`src/rtl/simon_pkg.sv`:
```
// simon_pkg: shared types and constants for the Simon player panel.
//   panel_state_t : encoder FSM states
//   btn_idx_t     : 2-bit button index
//   lowest_idx()  : lowest set bit of a button vector (priority encoder)
//   onehot()      : button index to one-hot LED vector
package simon_pkg;
  localparam int NUM_BUTTONS    = 4;
  localparam int DEBOUNCE_CNT_W = 4;
  localparam int BLINK_CNT_W    = 6;

  typedef enum logic [1:0] {IDLE, STROBE, HELD, LOCKED} panel_state_t;
  typedef logic [1:0] btn_idx_t;

  function automatic btn_idx_t lowest_idx(input logic [NUM_BUTTONS-1:0] v);
    btn_idx_t idx;
    idx = '0;
    for (int i = NUM_BUTTONS - 1; i >= 0; i--)
      if (v[i]) idx = btn_idx_t'(i);
    return idx;
  endfunction

  function automatic logic [NUM_BUTTONS-1:0] onehot(input btn_idx_t n);
    logic [NUM_BUTTONS-1:0] v;
    v    = '0;
    v[n] = 1'b1;
    return v;
  endfunction
endpackage

```
`src/rtl/simon_panel_if.sv`:
```
// simon_panel_if: board/game-core signals of the player panel.
//   master : drives btn, simon_turn, simon_num, simon_pressed, game_over
//   slave  : the panel; drives player_num, player_pressed, led
//            (and press_count when SIMON_PANEL_COUNT_EN is defined)
interface simon_panel_if;
  import simon_pkg::*;
  logic [NUM_BUTTONS-1:0] btn;
  logic                   simon_turn;
  btn_idx_t               simon_num;
  logic                   simon_pressed;
  logic                   game_over;
  btn_idx_t               player_num;
  logic                   player_pressed;
  logic [NUM_BUTTONS-1:0] led;
`ifdef SIMON_PANEL_COUNT_EN
  logic [7:0]             press_count;

  modport master (output btn, simon_turn, simon_num, simon_pressed, game_over,
                  input  player_num, player_pressed, led, press_count);
  modport slave  (input  btn, simon_turn, simon_num, simon_pressed, game_over,
                  output player_num, player_pressed, led, press_count);
`else
  modport master (output btn, simon_turn, simon_num, simon_pressed, game_over,
                  input  player_num, player_pressed, led);
  modport slave  (input  btn, simon_turn, simon_num, simon_pressed, game_over,
                  output player_num, player_pressed, led);
`endif
endinterface

```
`src/rtl/simon_panel_debouncer.sv`:
```
// button_debouncer: one raw button -> 2-flop synchronizer -> debounced level.
//   clk, reset (sync, active-low), raw (async button), level (debounced).
// The level flips only after DEBOUNCE_TICKS consecutive synced samples that
// disagree with it; any agreeing sample restarts the count.
module button_debouncer
  import simon_pkg::*;
#(
  parameter int DEBOUNCE_TICKS = 3
) (
  input  logic clk,
  input  logic reset,
  input  logic raw,
  output logic level
);
  localparam logic [DEBOUNCE_CNT_W-1:0] LIMIT = DEBOUNCE_CNT_W'(DEBOUNCE_TICKS);

  logic [1:0]                sync;
  logic [DEBOUNCE_CNT_W-1:0] cnt;
  logic [DEBOUNCE_CNT_W-1:0] cnt_inc;

  assign cnt_inc = cnt + DEBOUNCE_CNT_W'(1);

  always_ff @(posedge clk) begin
    if (!reset) begin
      sync  <= '0;
      cnt   <= '0;
      level <= 1'b0;
    end else begin
      sync <= {sync[0], raw};
      if (sync[1] != level) begin
        if (cnt_inc == LIMIT) begin
          level <= ~level;
          cnt   <= '0;
        end else begin
          cnt <= cnt_inc;
        end
      end else begin
        cnt <= '0;
      end
    end
  end
endmodule

```
`src/rtl/simon_panel.sv`:
```
// simon_panel: player-side end of the Simon button/LED interface.
//   clk   : 60 Hz clock, rising edge
//   reset : synchronous, active-low
//   bus   : simon_panel_if.slave (buttons and Simon status in;
//           player_num / player_pressed / led out)
// Optional: define SIMON_PANEL_COUNT_EN for the saturating press_count output.
// Four debouncers feed a small accept FSM: one strobe per press, no repeat
// until every button is released; a lock (Simon's turn / game over) always
// exits through HELD so a button held across the lock is not accepted.
module simon_panel
  import simon_pkg::*;
#(
  parameter int DEBOUNCE_TICKS = 3,
  parameter int BLINK_TICKS    = 15
) (
  input logic         clk,
  input logic         reset,
  simon_panel_if.slave bus
);
  localparam logic [BLINK_CNT_W-1:0] BLINK_LAST = BLINK_CNT_W'(BLINK_TICKS - 1);

  logic [NUM_BUTTONS-1:0] level;
  logic [NUM_BUTTONS-1:0] level_q;
  logic [NUM_BUTTONS-1:0] rise;
  panel_state_t           state, state_nxt;
  btn_idx_t               num_q;
  logic [BLINK_CNT_W-1:0] blink_cnt;
  logic                   blink_phase;
  logic                   lock;
  logic                   accept;

  button_debouncer #(.DEBOUNCE_TICKS(DEBOUNCE_TICKS)) u_db [NUM_BUTTONS-1:0] (
    .clk   (clk),
    .reset (reset),
    .raw   (bus.btn),
    .level (level)
  );

  assign lock   = bus.simon_turn | bus.game_over;
  assign rise   = level & ~level_q;
  assign accept = (state == IDLE) && !lock && (rise != '0);

  always_comb begin
    state_nxt = state;
    unique case (state)
      IDLE:    if (lock) state_nxt = LOCKED;
               else if (accept) state_nxt = STROBE;
      STROBE:  state_nxt = HELD;
      HELD:    if (lock) state_nxt = LOCKED;
               else if (level == '0) state_nxt = IDLE;
      LOCKED:  if (!lock) state_nxt = HELD;
      default: state_nxt = IDLE;
    endcase
  end

  always_ff @(posedge clk) begin
    if (!reset) begin
      state       <= IDLE;
      level_q     <= '0;
      num_q       <= '0;
      blink_cnt   <= '0;
      blink_phase <= 1'b0;
    end else begin
      state   <= state_nxt;
      level_q <= level;
      if (accept) num_q <= lowest_idx(rise);
      // blink timer only runs during game over and restarts dark each time
      if (bus.game_over) begin
        if (blink_cnt == BLINK_LAST) begin
          blink_cnt   <= '0;
          blink_phase <= ~blink_phase;
        end else begin
          blink_cnt <= blink_cnt + BLINK_CNT_W'(1);
        end
      end else begin
        blink_cnt   <= '0;
        blink_phase <= 1'b0;
      end
    end
  end

  assign bus.player_num     = num_q;
  assign bus.player_pressed = (state == STROBE);

  always_comb begin
    bus.led = level_q;
    if (bus.game_over)       bus.led = blink_phase ? '1 : '0;
    else if (bus.simon_turn) bus.led = bus.simon_pressed ? onehot(bus.simon_num) : '0;
  end

`ifdef SIMON_PANEL_COUNT_EN
  logic [7:0] press_cnt;
  always_ff @(posedge clk) begin
    if (!reset)                                  press_cnt <= '0;
    else if (state == STROBE && press_cnt != '1) press_cnt <= press_cnt + 8'd1;
  end
  assign bus.press_count = press_cnt;
`endif
endmodule

```
`src/flat_wrapper.sv`:
```
// flat-port wrapper written by rule: the top's interface ports become plain ports
module simon_panel_flat import simon_pkg::*;
#(
  parameter int DEBOUNCE_TICKS = 3,
  parameter int BLINK_TICKS    = 15
)
  (clk, reset, bus_btn, bus_simon_turn, bus_simon_num, bus_simon_pressed, bus_game_over, bus_player_num, bus_player_pressed, bus_led);
  simon_panel_if bus_i ();
  input logic clk;
  input logic reset;
  input wire logic [$bits(bus_i.btn)-1:0] bus_btn;
  input wire logic [$bits(bus_i.simon_turn)-1:0] bus_simon_turn;
  input wire logic [$bits(bus_i.simon_num)-1:0] bus_simon_num;
  input wire logic [$bits(bus_i.simon_pressed)-1:0] bus_simon_pressed;
  input wire logic [$bits(bus_i.game_over)-1:0] bus_game_over;
  output wire logic [$bits(bus_i.player_num)-1:0] bus_player_num;
  output wire logic [$bits(bus_i.player_pressed)-1:0] bus_player_pressed;
  output wire logic [$bits(bus_i.led)-1:0] bus_led;
  assign bus_i.btn = bus_btn;
  assign bus_i.simon_turn = bus_simon_turn;
  assign bus_i.simon_num = bus_simon_num;
  assign bus_i.simon_pressed = bus_simon_pressed;
  assign bus_i.game_over = bus_game_over;
  assign bus_player_num = bus_i.player_num;
  assign bus_player_pressed = bus_i.player_pressed;
  assign bus_led = bus_i.led;
  simon_panel #(.DEBOUNCE_TICKS(DEBOUNCE_TICKS), .BLINK_TICKS(BLINK_TICKS)) u_core (.clk(clk), .reset(reset), .bus(bus_i));
endmodule
```
`config.mk`:
```
export PLATFORM = sky130hd
export DESIGN_NAME = simon_panel_flat
export DESIGN_NICKNAME = d
export VERILOG_FILES = /design/src/rtl/simon_pkg.sv /design/src/rtl/simon_panel_if.sv /design/src/rtl/simon_panel_debouncer.sv /design/src/rtl/simon_panel.sv /design/src/flat_wrapper.sv
export SDC_FILE = /design/constraint.sdc
export NUM_CORES = 1
export LEC_CHECK = 0
export ABC_CLOCK_PERIOD_IN_PS = 1600
export CAP_MARGIN = 20
export CORE_UTILIZATION = 25
export DETAILED_ROUTE_END_ITERATION = 8
export GPL_ROUTABILITY_DRIVEN = 0
export MAX_ROUTING_LAYER = met4
export PLACE_DENSITY = 0.38
export SLEW_MARGIN = 10
export SYNTH_ARGS = -nofsm -noshare
export SYNTH_HDL_FRONTEND = slang
export SYNTH_HIERARCHICAL = 1
export SYNTH_SLANG_ARGS = --single-unit
export TNS_END_PERCENT = 20
```
`constraint.sdc`:
```
create_clock -name clk -period 1.6 [get_ports clk]
set_input_delay 0.32 -clock clk [delete_from_list [all_inputs] [get_ports clk]]
set_output_delay 0.32 -clock clk [all_outputs]
set_load 0.005 [all_outputs]
```
Yosys cells after proc, flatten, opt, wreduce, memory -nomap -nowiden
Cells that the tools add are included.
- register bits: 43
- word-level logic and storage cells: 87
- input bits: 11
- $lt $le $gt $ge: 2
- bitwise gates (word level): 14
- reduce and logical (&&, ||, !) cells: 18
- equal/unequal tests: 15
- add/subtract/negate cells: 5
- muxes and demuxes: 16
- operators with widths (cell ; number):
    $mux W2 ; 9
    $add A4 B1 Y4 const B ; 4
    $eq A4 B2 Y1 const B ; 4
    $mux W4 ; 4
    $reduce_or A3 Y1 ; 5
    $not A1 Y1 ; 11
    $reduce_and A2 Y1 ; 5
    $pmux W2 S4 ; 1
    $add A6 B1 Y6 const B ; 1
    $eq A6 B4 Y1 const B ; 1
    $ne A3 B1 Y1 const B ; 2
    $and A4 B4 Y4 ; 1
    $eq A2 B2 Y1 const B ; 2
    $logic_not A4 Y1 ; 1
    $ne A1 B1 Y1 ; 4
    $not A4 Y4 ; 1
    $reduce_bool A4 Y1 ; 1
    $logic_and A1 B1 Y1 ; 3
    $lt A2 B3 Y1 const B ; 1
    $reduce_and A3 Y1 ; 1
    $demux W1 S2 ; 1
    $eq A2 B1 Y1 const B ; 1
    $ge A2 B1 Y1 const B ; 1
    $logic_not A2 Y1 ; 1
    other kinds (4) ; 4

Longest topological paths before layout
Gate-level depths: netlist (run 1).
- depth after elaboration: 7
- gate-level depth with buffers: 5
- gate-level depth less buffers: 5

Hierarchy
The synthesis (run 1) kept the hierarchy.
- modules (own cells, without submodules) (module ; area each (µm²) ; sequential area each (µm²) ; cells each ; instances):
    button_debouncer ; 295.3 ; 140.1 ; 31 ; 4
    simon_panel ; 723.2 ; 300.3 ; 77 ; 1

Worst setup path before layout (run 1)
No wires, ideal clock.
- kind: reg2reg
- start: register u_core.u_db[0].cnt[0]
- end: register u_core.u_db[0].level
- arrival: 1.235 ns
- buffers on the path: 0
- path slack: 0.293 ns
- stages on the path, launching flop included: 6
- library setup time: 0.072 ns
- cells stage by stage: dfxtp_1 -> ha_1 -> and2_1 -> a21oi_1 -> o32ai_2 -> mux2i_1
- cells in the longest elaborated chain, start to end: 3
- ends and longest elaborated chain (element ; line ; text):
    start, declared ; simon_panel_debouncer.sv:18 ; logic [DEBOUNCE_CNT_W-1:0] cnt;
    start signal, assigned ; simon_panel_debouncer.sv:35 ; cnt <= cnt_inc;
    $add A4 B1 Y4 ; simon_panel_debouncer.sv:21 ; assign cnt_inc = cnt + DEBOUNCE_CNT_W'(1);
    $eq A4 B2 Y1 ; simon_panel_debouncer.sv:31 ; if (cnt_inc == LIMIT) begin
    $reduce_and A2 Y1 (no line) ; n/a ;
    end signal, assigned ; simon_panel_debouncer.sv:32 ; level <= ~level;
    end, declared ; simon_panel_debouncer.sv:13 ; output logic level
Every way passes these cells.
A chain may end at the register's enable or synchronous reset.

Worst setup path in the final report (run 1)
- start: input port bus_game_over
- end: output port bus_led[3]
- cells in the longest elaborated chain, start to end: 1
- ends and longest elaborated chain (element ; line ; text):
    start, declared ; flat_wrapper.sv:15 ; input wire logic [$bits(bus_i.game_over)-1:0] bus_game_over;
    $mux W4 ; simon_panel.sv:87 ; if (bus.game_over) bus.led = blink_phase ? '1 : '0;
    end, declared ; flat_wrapper.sv:18 ; output wire logic [$bits(bus_i.led)-1:0] bus_led;
Every way passes these cells.

==> qor.yml, run 1 <==
timing:
  hold_viol_final: 0
  drv_slew: 0
  setup-violations-final: 0
  period_share: 0.9628
  setup_ws_ns: 0.05951
  relSlewSlack: 0.7600
  period_needed_ns: 1.540
  final.setup_skew_ns: 0.001961
  rsz0062_at_grt: "yes"
  clock.fmax_mhz: 649.1
  tightest_slew_ns: 0.3600
clock_tree:
  clk_pin_slew_ns: 0.08
  cts_made_buffers: 5
  cts_tree: "done"
  cts.htree.levels: 2
  root_buffer: "clkbuf_8"
  hold_buffers: 0
  clockBufferDepth: 2
  clk_latency_ns: 0.29
  cts_sinks: 43
min_path:
  min_path_type: "reg2reg"
  hold_depth: 1
power_and_ir_drop:
  pwr-share-seq: 0.562
  total_power_uw: 1960
  switchingPower_uw: 421.3
  switching_share: 0.2150
  p_per_area_nw_per_um2: 828.6
  pwr-share-clk: 0.386
  p_leak_uw: 0.0009062
  p_int_uw: 1538
  p_comb_frac: 0.053
  peakVddDrop_mv: 0.3924
drt:
  detail_route.wirelength_mm: 3.499
  via_per_inst: 4.123
  routedWlPerCell_um: 10.48
  drtIter0Drc: 54
  vias: 1377
  drt_drc_violations_left: 0
  ant_nets: 0
  drt-pass1-iter-count: 4
cells_and_area:
  nets: 255
  fillers: 810
  drive_above_1_share: 0.1574
  fin_area_um2: 2365
  diodes: 0
  area_delta_synth_final_pct: 24.18
floorplan:
  ioPinCount: 18
  die_area_um2: 7970
  die_width_um: 89.28
  core_um2: 7292
  start_util: 0.2612
  rows: 31
  die_y_um: 89.28
logic_synthesis:
  ys_warn_count: 6
  async_flop_share: 0
  ys_seq_area_frac: 0.4520
  synth.area.top_cells: "dfxtp_1 (45%), ha_1 (6.6%), xor2_1 (5.5%)"
  yosysMostFrequentCell: "dfxtp_1"
  synth_cell_types: 35
  synth_edf_count: 0
  yosys-top-cells-count: "dfxtp_1 (43), nor2_1 (22), nand2_1 (17)"
  syn_nets: 222
  netlist_area_um2: 1904
  synth.avg_cell_area_um2: 9.474
  ys_seq_elements: 43
  synth.top_cell.area_share: 0.4520
  synthFlopType: "dfxtp_1"
  synth_top_area_cell: "dfxtp_1"
  synthCells: 201
placement:
  placed_area_um2: 2262
  dp_slack_ns: -0.5732
  dp_hpwl_mm: 2.652
  port_buffers: 17
global_routing:
  overflow: 0
  grt_pass1_wl_mm: 6.085
  grt_max_degree: 16
  antenna_found_initial: 0
  grt_pass1_vias: 1332
  grt_use_total: 0.1044
setup_path:
  cp_max_fo: 5
  reg2reg_depth: 5
  cp.arrival_ns: 1.22
  path_class: "in2out"
  worst_setup_path_start_kind: "primary input"
  end_kind: "primary output"
  required_ns: 1.28
outcome:
  status: "complete, no violations"
flow_run:
  cap_viol_max_count: 0
==> path summary, 6_finish.rpt <==
check / slack (ns) / to / startpoint
worst max register to register: 0.13 / u_core/u_db[2]/level / u_core/u_db[2]/cnt[0]
worst min-delay path: 0.44 / u_core/u_db[1]/sync[1] / u_core/u_db[1]/sync[0]
worst min register to register: 0.44 / u_core/u_db[1]/sync[1] / u_core/u_db[1]/sync[0]
worst max-delay path: 0.06 / bus_led[3] / bus_game_over
==> cell usage in the layout, fill, tap and decap left out, drive strengths merged, types with 10 or more instances in the layout <==
| master | instances |
|---|---|
| and2 | 17 |
| buf | 13 |
| dfxtp | 43 |
| ha | 10 |
| inv | 10 |
| nand2 | 17 |
| nand3 | 12 |
| nor2 | 23 |
| xor2 | 12 |
==> worst max-delay path, cell delays in order <==
cell	delay (ns)
clkdlybuf4s15_1	0.25
nand4b_1	0.23
buf_4	0.16
o21ai_2	0.13
buf_2	0.13
==> sequential cells by signal, indices dropped and copies added, names as in the netlist <==
signal,count
u_core/blink_cnt,6
u_core/blink_phase,1
u_core/bus.player_num,2
u_core/level_q,4
u_core/state,2
u_core/u_db/cnt,16
u_core/u_db/level,4
u_core/u_db/sync,8
==> logic make-up (layout without fill, tap and decap cells) <==
kind of cell | after synthesis | in the layout | synth area share
buf+inv | 11 | 45 | 0.02168
simple gates | 92 | 92 | 0.2628
mux | 4 | 4 | 0.02103
xor+xnor | 17 | 17 | 0.07819
flops | 43 | 43 | 0.4520
fa+ha+maj | 10 | 10 | 0.06570
compound gates | 24 | 24 | 0.09855
==> cell type report <==
cell class	instances	area, um2	area share
Multi-Input combinational cell	147	1021	0.4317
Inverter	10	37.54	0.01587
Sequential cell	43	862.1	0.3646
Clock buffer	8	100.1	0.04233
Tap cell	99	123.9	0.05238
Timing Repair Buffer	27	220.2	0.09312
==> power groups by stage <==
stage                     Combinational, uW  Sequential [uW]  Clock [uW]
final                                   103             1100         756
after global routing                    117             1100         832
after CTS                               105             1100         793
after detailed placement                106             1130           0
after global placement                  107             1130           0
after floorplan                        39.2             1120           0
==> per-stage QoR <==
stage / hold slack [ns] / setup TNS [ns] / instances / utilization
floorplan: 0.4118 / 0 / 201 / -
global placement: 0.4129 / -2.218 / 325 / 0.3102
finish: 0.4368 / 0 / 334 / 0.3243
CTS: 0.4409 / 0 / 334 / 0.3246
detailed placement: 0.4191 / -2.197 / 325 / 0.3102
global route: 0.4590 / -0.02988 / 334 / 0.3243
==> repair_timing <==
item | 4_1_cts | 5_1_grt
gates resized for setup | 26 | 3
buffers inserted | 1 | 0
endpoints found under the hold margin | 0 | 0
pin swaps | 5 | 0
endpoints found under the setup margin | 5 | 3
gates cloned | 0 | 0
==> layer usage <==
metal | up-vias | share of wire | track usage
li1 | 745 | - | -
met1 | 609 | 0.51 | 0.1296
met2 | 18 | 0.44 | 0.1624
met3 | 5 | 0.034 | 0.02770
met4 | 0 | 0.016 | 0.03896
met5 | - | 0 | -
No activity file was read; power rests on OpenSTA's default activity.
==> inputs of run 2 (changes only) <==
- CTS_BUF_LIST: default -> sky130_fd_sc_hd__clkbuf_4
==> run 2 against run 1 <==
  * Cell count increased by 0.30%
  * Highest routed layer unchanged
  * First-iteration DRC count shrank 48%
  * Fmax hardly changed
  * Power decreased by 12%
  * Clock skew increased by 0.0071 ns
==> qor.yml, run 2 (synthesis gave the netlist of run 1 again) <==
floorplan:
  core_um2: 7292  # unchanged
  die_width_um: 89.28  # unchanged
  ioPinCount: 18  # unchanged
  start_util: 0.2612  # unchanged
  rows: 31  # unchanged
  die_area_um2: 7970  # unchanged
  die_y_um: 89.28  # unchanged
setup_path:
  path_class: "in2out"  # unchanged
  end_kind: "primary output"  # unchanged
  critical-path-max-stage-delay_ns: 0.25  # about the same
  cp_max_fo: 5  # unchanged
  critical_path_buf_inv_count: 3  # unchanged
  crit_family: "buffers and inverters"  # unchanged
  path_cells: "clkdlybuf4s15_1 -> nand4b_1 -> buf_4 -> o21ai_2 -> buf_2"  # unchanged
  cp.arrival_ns: 1.22  # about the same
  required_ns: 1.28  # about the same
  slowest_stage: "clkdlybuf4s15_1"  # unchanged
  worst_setup_path_start_kind: "primary input"  # unchanged
cells_and_area:
  largest_reg_flops: 16  # unchanged
  top_regs: "u_core/u_db/cnt: 16 flops, u_core/u_db/sync: 8 flops, u_core/blink_cnt: 6 flops"  # unchanged
  nets: 256  # was 255
  drive_above_1_share: 0.1822  # was 0.1574
  layout_common_cells: "dfxtp_1 (38), nor2_1 (22), nand2_1 (17)"  # was dfxtp_1 (42), nor2_1 (22), nand2_1 (17)
  area_delta_synth_final_pct: 22.80  # was 24.18%
  fillers: 813  # was 810
  final_common_cell: "dfxtp_1"  # unchanged
  diodes: 0  # unchanged
  multi_input_area_um2: 1027  # was 1021 um2
  regMostFlops: "u_core/u_db/cnt"  # unchanged
  seq_area_um2: 867.1  # was 862.1 um2
drt:
  dr_wl_met2_mm: 1.565  # was 1.537 mm
  routedWlPerCell_um: 10.53  # was 10.48 um
  drt_drc_violations_left: 0  # unchanged
  m1WireLength_mm: 1.773  # was 1.786 mm
  ant_nets: 0  # unchanged
  drt-pass1-iter-count: 4  # unchanged
  vias: 1394  # was 1377
  wl_met3_um: 123  # was 120 um
  detail_route.wirelength_mm: 3.526  # was 3.499 mm
  drtIter0Drc: 28  # was 54
  top_layer_used: "met4"  # unchanged
  via_per_inst: 4.161  # was 4.123
clock_tree:
  root_buffer: "clkbuf_4"  # was clkbuf_8
  cts_sinks: 43  # unchanged
  cts_tree: "done"  # unchanged
  clk_latency_ns: 0.34  # was 0.29 ns
  clk_pin_slew_ns: 0.12  # was 0.08 ns
  clockBufferDepth: 2  # unchanged
  cts.htree.levels: 2  # unchanged
  cts_made_buffers: 5  # unchanged
power_and_ir_drop:
  pwr-share-clk: 0.298  # was 0.386
  pwr-share-seq: 0.640  # was 0.562
  p_per_area_nw_per_um2: 736.3  # was 828.6 nW/um2
  switchingPower_uw: 393.6  # was 421.3 uW
  p_leak_uw: 0.0009086  # was 0.0009062 uW
  p_comb_frac: 0.062  # was 0.053
  total_power_uw: 1722  # was 1960 uW
  peakVddDrop_mv: 0.4210  # was 0.3924 mV
  p_int_uw: 1328  # was 1538 uW
  switching_share: 0.2286  # was 0.2150
timing:
  final.setup_skew_ns: 0.009011  # was 0.001961 ns
  hold_viol_final: 0  # unchanged
  setup-violations-final: 0  # unchanged
  rsz0062_at_grt: "yes"  # unchanged
  period_share: 0.9637  # was 0.9628
  period_needed_ns: 1.542  # was 1.540 ns
  relSlewSlack: 0.7607  # was 0.7600
  hold_slack_ns: 0.4476  # was 0.4368 ns
  clock.fmax_mhz: 648.6  # was 649.1 MHz
  tightest_slew_ns: 0.3590  # was 0.3600 ns
  drv_slew: 0  # unchanged
global_routing:
  grt_pass1_wl_mm: 6.147  # was 6.085 mm
  antenna_found_initial: 0  # unchanged
  grt_use_total: 0.1060  # was 0.1044
  grt_pass1_vias: 1350  # was 1332
  grt_max_degree: 16  # unchanged
  overflow: 0  # unchanged
placement:
  port_buffers: 17  # unchanged
  dp_hpwl_mm: 2.652  # unchanged
outcome:
  status: "complete, no violations"  # unchanged
flow_run:
  cap_viol_max_count: 0  # unchanged
min_path:
  min_path_type: "reg2reg"  # unchanged
-- run 2: path summary, 6_finish.rpt --
kind | start | end | slack, ns | depth (start not counted)
max | bus_game_over | bus_led[3] | 0.06 | 5
min | u_core/u_db[1]/sync[0] | u_core/u_db[1]/sync[1] | 0.45 | 1
max reg2reg | u_core/u_db[2]/cnt[0] | u_core/u_db[2]/level | 0.14 | 5
min reg2reg | u_core/u_db[1]/sync[0] | u_core/u_db[1]/sync[1] | 0.45 | 1
-- run 2: worst register-to-register path: stages, from the launching register on --
cell	delay (ns)
dfxtp_1	0.42
ha_2	0.24
and2_1	0.13
a21oi_1	0.07
o32ai_2	0.32
mux2i_1	0.22
-- run 2: cell type report --
| class | count | share of cell area |
|---|---|---|
| Clock buffer | 6 | 0.01926 |
| Clock inverter | 2 | 0.003210 |
| Inverter | 10 | 0.01605 |
| Multi-Input combinational cell | 147 | 0.4393 |
| Sequential cell | 43 | 0.3708 |
| Tap cell | 99 | 0.05297 |
| Timing Repair Buffer | 28 | 0.09845 |
-- run 2: per-layer routing --
layer | GRT usage | up-vias
met3 | 0.03047 | 6
met4 | 0.04473 | 0
li1 | - | 746
met5 | - | -
met1 | 0.1291 | 622
met2 | 0.1638 | 20
-- run 2: metrics by stage --
stage          setup WS, ns  instances  cell area [um2]  setup TNS [ns]    util
6_report            0.05814        335             2338               0  0.3207
5_1_grt            -0.01737        335             2338        -0.02988  0.3207
4_1_cts             0.01200        335             2331               0  0.3197
3_5_place_dp        -0.5732        325             2262          -2.197  0.3102
3_3_place_gp        -0.5587        325             2262          -2.218  0.3102
2_1_floorplan        0.2933        201             1904               0       -
-- run 2: repair_timing --
item | 4_1_cts | 5_1_grt
endpoints found under the setup margin | 5 | 6
pin swaps | 5 | 0
hold buffers | 0 | 0
buffers inserted | 2 | 0
gates cloned | 0 | 0
gates resized for setup | 29 | 7
-- run 2: power by group through the flow --
stage | sequential (uW) | combinational, uW | clock (uW)
finish | 1100 | 106 | 514
global route | 1110 | 121 | 599
CTS | 1100 | 108 | 555
detailed placement | 1130 | 106 | 0
global placement | 1130 | 107 | 0
floorplan | 1120 | 39.2 | 0
